File: config.mk
export PLATFORM = sky130hd
export DESIGN_NAME = adder_nbits_seq
export DESIGN_NICKNAME = d
export VERILOG_FILES = /design/src/rtl/adder_nbits_seq.sv
export SDC_FILE = /design/constraint.sdc
export NUM_CORES = 1
export LEC_CHECK = 0
export CORE_UTILIZATION = 35
export CTS_BUF_LIST = sky130_fd_sc_hd__clkbuf_8
export DETAILED_ROUTE_END_ITERATION = 12
export HOLD_SLACK_MARGIN = 0.1
export SYNTH_ARGS = -nofsm -noshare
export SYNTH_HDL_FRONTEND = slang
export SYNTH_SLANG_ARGS = --single-unit
File: constraint.sdc
create_clock -name clk -period 1.9 [get_ports clk]
set_clock_uncertainty 0.15 [all_clocks]
set_input_delay 0.19 -clock clk [delete_from_list [all_inputs] [get_ports clk]]
set_output_delay 0.19 -clock clk [all_outputs]
set_load 0.01 [all_outputs]
File: src/rtl/adder_nbits_seq.sv
// -----------------------------------------------------------------------------
// adder_nbits_seq
//
// Multi-cycle ripple adder. An accepted start captures the operands. The
// module then adds CHUNK bits per clock, least significant chunk first, and
// carries between chunks through a stored carry bit. After N = WIDTH/CHUNK
// RUN cycles the result registers load, and done pulses for one cycle.
//
// Optional feature (macro ADDER_SUB_EN):
//   When ADDER_SUB_EN is defined, the module has an extra input port, sub.
//   With sub=1 the module computes a + ~b + 1 and ignores cin.
//   When the macro is undefined, the sub port does not exist.
//
// Parameters:
//   WIDTH  operand/result width in bits (>= 2)
//   CHUNK  bits added per clock (1..WIDTH, WIDTH divisible by CHUNK)
//
// Ports:
//   clk    in   single clock, rising edge
//   rst_n  in   synchronous active-low reset
//   start  in   add request, sampled only while idle
//   a, b   in   operands, captured on accepted start
//   cin    in   carry-in, captured on accepted start
//   sub    in   (ADDER_SUB_EN only) subtract select, captured on accepted start
//   busy   out  operation in progress
//   done   out  one-cycle pulse, result registers just updated
//   sum    out  registered (a+b+cin) mod 2^WIDTH
//   cout   out  registered carry out of bit WIDTH-1
//   ovf    out  registered signed overflow
//
// States:
//   state  | meaning
//   S_IDLE | waiting for start; result registers hold the last result
//   S_RUN  | adding one chunk per clock; loads the result on the last chunk
// -----------------------------------------------------------------------------
module adder_nbits_seq #(
  parameter int WIDTH = 8,
  parameter int CHUNK = 2
) (
  input  logic             clk,
  input  logic             rst_n,
  input  logic             start,
  input  logic [WIDTH-1:0] a,
  input  logic [WIDTH-1:0] b,
  input  logic             cin,
`ifdef ADDER_SUB_EN
  input  logic             sub,
`endif
  output logic             busy,
  output logic             done,
  output logic [WIDTH-1:0] sum,
  output logic             cout,
  output logic             ovf
);

  localparam int N     = WIDTH / CHUNK;
  localparam int CNT_W = (N > 1) ? $clog2(N) : 1;
  localparam logic [CNT_W-1:0] CNT_LAST = CNT_W'(N - 1);

  typedef enum logic {
    S_IDLE = 1'b0,
    S_RUN  = 1'b1
  } state_t;

  state_t           state_q, state_d;
  logic [CNT_W-1:0] cnt_q, cnt_d;
  logic [WIDTH-1:0] a_q, a_d;
  logic [WIDTH-1:0] b_q, b_d;
  logic [WIDTH-1:0] psum_q, psum_d;
  logic             carry_q, carry_d;
  logic [WIDTH-1:0] sum_q, sum_d;
  logic             cout_q, cout_d;
  logic             ovf_q, ovf_d;
  logic             done_q, done_d;

  // The operand registers shift right by one chunk per RUN cycle, so the
  // active chunk is always in the low bits.
  logic [CHUNK-1:0] a_chunk, b_chunk, s_chunk;
  logic             c_chunk_out;
  logic             c_into_msb;
  logic             last_chunk;

  logic [WIDTH-1:0] b_capture;
  logic             c_capture;

`ifdef ADDER_SUB_EN
  // Subtract as a + ~b + 1. The inversion and the forced carry happen at
  // capture time, so the datapath only ever adds.
  always_comb begin
    b_capture = sub ? ~b : b;
    c_capture = sub ? 1'b1 : cin;
  end
`else
  always_comb begin
    b_capture = b;
    c_capture = cin;
  end
`endif

  assign a_chunk    = a_q[CHUNK-1:0];
  assign b_chunk    = b_q[CHUNK-1:0];
  assign last_chunk = (cnt_q == CNT_LAST);

  // Ripple of CHUNK full-adder cells fed by the stored carry. The carry into
  // the top cell is kept because, on the last chunk, that is the carry into
  // the MSB of the whole word, which the overflow flag needs.
  always_comb begin
    logic c;
    c          = carry_q;
    c_into_msb = 1'b0;
    s_chunk    = '0;
    for (int i = 0; i < CHUNK; i++) begin
      if (i == CHUNK - 1) begin
        c_into_msb = c;
      end
      s_chunk[i] = a_chunk[i] ^ b_chunk[i] ^ c;
      c          = (a_chunk[i] & b_chunk[i]) | (c & (a_chunk[i] ^ b_chunk[i]));
    end
    c_chunk_out = c;
  end

  always_comb begin
    state_d = state_q;
    cnt_d   = cnt_q;
    a_d     = a_q;
    b_d     = b_q;
    psum_d  = psum_q;
    carry_d = carry_q;
    sum_d   = sum_q;
    cout_d  = cout_q;
    ovf_d   = ovf_q;
    done_d  = 1'b0;

    case (state_q)
      S_IDLE: begin
        if (start) begin
          a_d     = a;
          b_d     = b_capture;
          carry_d = c_capture;
          psum_d  = '0;
          cnt_d   = '0;
          state_d = S_RUN;
        end
      end

      S_RUN: begin
        a_d    = a_q >> CHUNK;
        b_d    = b_q >> CHUNK;
        // New chunk bits enter at the top. After N shifts, chunk 0 has
        // reached the bottom and the word is in its natural order.
        psum_d = psum_q >> CHUNK;
        psum_d[WIDTH-1 -: CHUNK] = s_chunk;
        carry_d = c_chunk_out;
        cnt_d   = cnt_q + 1'b1;

        if (last_chunk) begin
          // The final carry goes only to cout. It is never fed back into
          // the chain.
          sum_d   = psum_d;
          cout_d  = c_chunk_out;
          ovf_d   = c_into_msb ^ c_chunk_out;
          done_d  = 1'b1;
          carry_d = 1'b0;
          cnt_d   = '0;
          state_d = S_IDLE;
        end
      end

      default: begin
        state_d = S_IDLE;
      end
    endcase
  end

  always_ff @(posedge clk) begin
    if (!rst_n) begin
      state_q <= S_IDLE;
      cnt_q   <= '0;
      a_q     <= '0;
      b_q     <= '0;
      psum_q  <= '0;
      carry_q <= 1'b0;
      sum_q   <= '0;
      cout_q  <= 1'b0;
      ovf_q   <= 1'b0;
      done_q  <= 1'b0;
    end else begin
      state_q <= state_d;
      cnt_q   <= cnt_d;
      a_q     <= a_d;
      b_q     <= b_d;
      psum_q  <= psum_d;
      carry_q <= carry_d;
      sum_q   <= sum_d;
      cout_q  <= cout_d;
      ovf_q   <= ovf_d;
      done_q  <= done_d;
    end
  end

  assign busy = (state_q == S_RUN);
  assign done = done_q;
  assign sum  = sum_q;
  assign cout = cout_q;
  assign ovf  = ovf_q;

endmodule

==> results of run 1 <==
## stage by stage
stage          instances  setup slack, ps  util [%]
2_1_floorplan        164            76.94         -
3_3_place_gp         239            48.87     44.76
3_5_place_dp         239           -60.08     44.76
4_1_cts              247            52.62     46.68
5_1_grt              247            36.82     46.80
6_report             247            80.81     46.80
## worst max-delay path: stages, from the launching register on
cell and delay [ps]:
dfxtp_1 340, inv_1 70, fa_2 420, fa_2 380
xnor2_1 140, a211oi_1 230
## layout by cell type (no fill, tap or decap), drive strengths merged, types with 2 or more instances in the layout
| master | count |
|---|---|
| dfxtp | 37 |
| clkdlybuf4s50 | 31 |
| a21oi | 18 |
| mux2i | 17 |
| a211oi | 17 |
| nor2b | 12 |
| inv | 10 |
| or3b | 8 |
| nand3 | 6 |
| a21bo | 6 |
| buf | 6 |
| nor2 | 5 |
| nand2 | 5 |
| clkbuf | 5 |
| nand2b | 4 |
| fa | 2 |
## worst paths after layout
path            end  depth (start not counted)       from  slack (ps)
max reg2reg     ovf                          5     a_q[0]          80
min          sum[0]                          2  psum_q[2]         320
max             ovf                          5     a_q[0]          80
min reg2reg  sum[0]                          2  psum_q[2]         320
## registers in the layout (all words and copies together) (netlist names)
register / flops
cout: 1
carry_q: 1
cnt_q: 2
busy: 1
ovf: 1
b_q: 8
a_q: 8
sum: 8
done: 1
psum_q: 6
## power by group through the flow
stage / clock (mW) / sequential [mW] / combinational [mW]
2_1_floorplan: 0 / 0.846 / 0.137
3_3_place_gp: 0 / 0.849 / 0.204
3_5_place_dp: 0 / 0.851 / 0.212
4_1_cts: 0.525 / 0.833 / 0.215
5_1_grt: 0.558 / 0.837 / 0.238
6_report: 0.504 / 0.834 / 0.214
## metal layers
metal  track usage, %  vias to the layer above  wire length (µm)
met5                0                        -                 0
met4            8.444                        0                90
li1                 -                      626                 -
met2            23.82                       30              1509
met1            17.59                      577              1511
met3            3.896                        8               128
## repair_timing
action,4_1_cts,5_1_grt
endpoints found under the setup margin,2,1
resized for setup,2,1
hold buffers,0,0
## area by class of cell
| type | count | area, µm² | area share, % |
|---|---|---|---|
| Multi-Input combinational cell | 106 | 785.8 | 38.04 |
| Inverter | 7 | 26.28 | 1.272 |
| Clock inverter | 3 | 11.26 | 0.5451 |
| Tap cell | 52 | 65.06 | 3.150 |
| Clock buffer | 5 | 68.82 | 3.331 |
| Timing Repair Buffer | 37 | 367.9 | 17.81 |
| Sequential cell | 37 | 740.7 | 35.86 |
## kinds of logic (layout without fill, tap and decap cells)
| kind of cell | count (synthesis) | after routing | share of synthesized area, % |
|---|---|---|---|
| compound gates | 43 | 43 | 18.12 |
| xor+xnor | 1 | 1 | 0.5398 |
| fa+ha+maj | 3 | 3 | 3.238 |
| buf+inv | 21 | 52 | 6.553 |
| flops | 37 | 37 | 45.64 |
| mux | 17 | 17 | 10.49 |
| simple gates | 42 | 42 | 15.42 |
==> qor.yml, run 1 <==
grt_pass1_vias: 1286
async_flop_share_pct: 0
cap_viol_max_count: 0
fin_setup_tns_ps: 0
slew_viol_final: 0
cts_tree: "yes"
cp.arrival_ps: 1870
yosys.area.top_type_share_pct: 45.64
relSlewSlack_pct: 71.87
io_pins: 32
dpl_cell_area_um2: 1976
diodes: 0
yosys_most_used_dff: "dfxtp_1"
drc: 0
final_area_um2: 2066
startpoint_type: "flop"
hold_ws_ps: 316.8
grt_pass1_wl_um: 5671
clkPwrFrac_pct: 32.5
die-height_um: 70.09
tightest_slew_ps: 421.5
syn_nets: 187
fillers: 427
hp-class: "reg -> reg"
core_area_um2: 4414
ys_warn_count: 0
final_nets: 217
critPathKind: "reg -> reg"
drive_gt1_share_pct: 11.28
synth_most_common_cell: "dfxtp_1"
p_int_mw: 1.169
dpl.hpwl_um: 2245
switching_power_mw: 0.3818
synth-seq-cells: 37
syn_avg_cell_area_um2: 9.895
vias_per_cell: 5.024
synth_common_cells: "dfxtp_1, a211oi_1, a21oi_1, mux2i_1, nor2b_1"
seqPwrFrac_pct: 53.7
via_count: 1241
numCtsBuffers: 5
path_clk_slew_ps: 70
synthTopCellsByArea: "dfxtp_1, mux2i_1, a211oi_1"
synthesis.area_um2: 1623
dr.pass1.iters: 4
place.gp.congestion: 0.6907
path_max_fanout: 3
routed_wl_um: 3240
ant_nets: 0
cp_data_required_time_ps: 1950
power_mw: 1.551
post-route-min-period_ps: 1819
track_usage_pct: 14.73
cts_setup_buffers: 0
start_util_pct: 36.76
die_w_um: 70.09
syn_inst: 164
synth_cell_type_count: 25
p_per_area_nw_per_um2: 751.0
synth.largest_area_cell: "dfxtp_1"
grt_overflow_total: 0
yosysSeqAreaShare_pct: 45.64
peakVddDrop_mv: 0.4656
portBuffers: 31
endpoint_kind: "flop"
combPwrFrac_pct: 13.8
die_area_um2: 4913
cts.sink_count: 37
leakagePower_nw: 0.7838
rsz0062_at_grt: "false"
cts_buffer_depth: 2
root_buffer: "clkbuf_8"
wl_per_cell_um: 13.12
num_rows: 24
area_growth_syn_to_layout_pct: 27.29
htreeDepth: 2
hold_viol_final: 0
status: "completed"
timing.final.crit_share_pct: 95.75
swShare_pct: 24.61
drt_iter0_drc: 64
max_freq_mhz: 549.7
grt_max_degree: 39
setup_viol: 0
antenna_found_initial: 0
synth_edf_count: 0
clk_latency_ps: 290
Power figures use the tool's default switching activity.
==> run 2: changes to the inputs <==
--- a/config.mk
+++ b/config.mk
@@ -8,6 +8,7 @@
 export CORE_UTILIZATION = 35
 export CTS_BUF_LIST = sky130_fd_sc_hd__clkbuf_8
 export DETAILED_ROUTE_END_ITERATION = 12
+export DONT_BUFFER_PORTS = 1
 export HOLD_SLACK_MARGIN = 0.1
 export SYNTH_ARGS = -nofsm -noshare
 export SYNTH_HDL_FRONTEND = slang
==> qor.yml, run 2 (synthesis gave the netlist of run 1 again) <==
portBuffers: 0
fin_setup_tns_ps: 0
cts.sink_count: 37
dpl.hpwl_um: 2208
cp_num_buf_inv: 1
cp.arrival_ps: 1880
rsz0062_at_grt: "false"
via_count: 1242
vias_per_cell: 5.197
min_path_cells: 2
path_common_cell: "fa_2"
setup_ws_ps: 74.11
timing.final.crit_share_pct: 96.10
cts_buffer_depth: 2
drt_iter0_drc: 29
post-place-ws_ps: -6.427
wl_per_cell_um: 14.31
cts_setup_buffers: 0
status: "completed"
ant_nets: 0
grt_max_degree: 30
area_growth_syn_to_layout_pct: 22.67
num_rows: 24
endpoint_kind: "flop"
grt_overflow_total: 0
grt_pass1_wl_um: 5851
place.gp.congestion: 0.7748
antenna_found_initial: 0
final_area_um2: 1991
grt_pass1_vias: 1297
final_common_cell: "dfxtp_1"
cp_slowest_cell: "fa_2"
cp_data_required_time_ps: 1960
tightest_slew_ps: 1044
track_usage_pct: 15.11
die_w_um: 70.09
fillers: 418
final-seq-area_um2: 740.7
layout_common_cells: "dfxtp_1, dlygate4sd3_1, mux2i_1, a21oi_1, a211oi_1"
cap_viol_max_count: 0
dpl_cell_area_um2: 1645
startpoint_type: "flop"
multi_input_area_um2: 798.3
setup_viol: 0
slew_viol_final: 0
drc: 0
numCtsBuffers: 5
root_buffer: "clkbuf_8"
die_area_um2: 4913
max_stage_delay_ps: 430
relSlewSlack_pct: 30.37
leakagePower_nw: 0.7696
core_area_um2: 4414
path_max_fanout: 3
routed_wl_um: 3419
io_pins: 32
rr_worst_depth: 5
crit_chain: "inv_1 -> fa_2 -> fa_2 -> o21a_1 -> a211oi_2"
path_clk_slew_ps: 70
htreeDepth: 2
cts_tree: "yes"
final_nets: 209
max_freq_mhz: 547.7
post-route-min-period_ps: 1826
clk_latency_ps: 280
postLayoutCoreUtil_pct: 45.10
hp-class: "reg -> reg"
start_util_pct: 36.76
dr.pass1.iters: 3
p_per_area_nw_per_um2: 777.4
diodes: 0
critPathKind: "reg -> reg"
drive_gt1_share_pct: 12.30
hold_viol_final: 0
die-height_um: 70.09
path_delay_family: "adder cells"
hold_ws_ps: 316.9
peakVddDrop_mv: 0.5233
worst-path-stages: 5
run 2: path summary, 6_finish.rpt:
path / start / to / slack [ps]
setup / recovery: carry_q / carry_q / 70
hold / removal: psum_q[3] / sum[1] / 320
setup reg to reg: carry_q / carry_q / 70
hold reg to reg: psum_q[3] / sum[1] / 320
run 2: layout make-up:
type,count,area share [%]
Multi-Input combinational cell,106,40.10
Clock buffer,5,3.457
Tap cell,52,3.268
Inverter,7,1.320
Sequential cell,37,37.21
Timing Repair Buffer,29,14.08
Clock inverter,3,0.5657
run 2: layer usage:
layer | part of all wire [%] | track usage [%] | wire (µm)
met5 | 0 | 0 | 0
met4 | 0.50 | 4.444 | 17
met3 | 5.4 | 4.185 | 183
met2 | 50 | 27.56 | 1721
met1 | 44 | 16.97 | 1496
run 2: through the flow:
stage,power (mW),cells
3_5_place_dp,1.000,207
6_report,1.548,239
4_1_cts,1.558,239
5_1_grt,1.619,239
2_1_floorplan,0.9828,164
3_3_place_gp,0.9904,207
run 2: worst reg2reg max path: stages, from the launching register on:
cell	delay [ps]
dfxtp_1	330
inv_1	70
fa_2	430
fa_2	410
o21a_1	190
a211oi_2	170
run 2: power breakdown:
group | internal, mW | total (mW) | switching, mW
logic | 0.110 | 0.211 | 0.101
registers | 0.813 | 0.833 | 0.0204
clock network | 0.244 | 0.503 | 0.259
total | 1.17 | 1.55 | 0.380
run 2: timing repair:
item	in CTS	in global routing
cloned	0	0
hold endpoints to repair	27	0
resized for setup	1	5
endpoints found under the setup margin	2	14
pin swaps	0	3
hold buffers	24	0
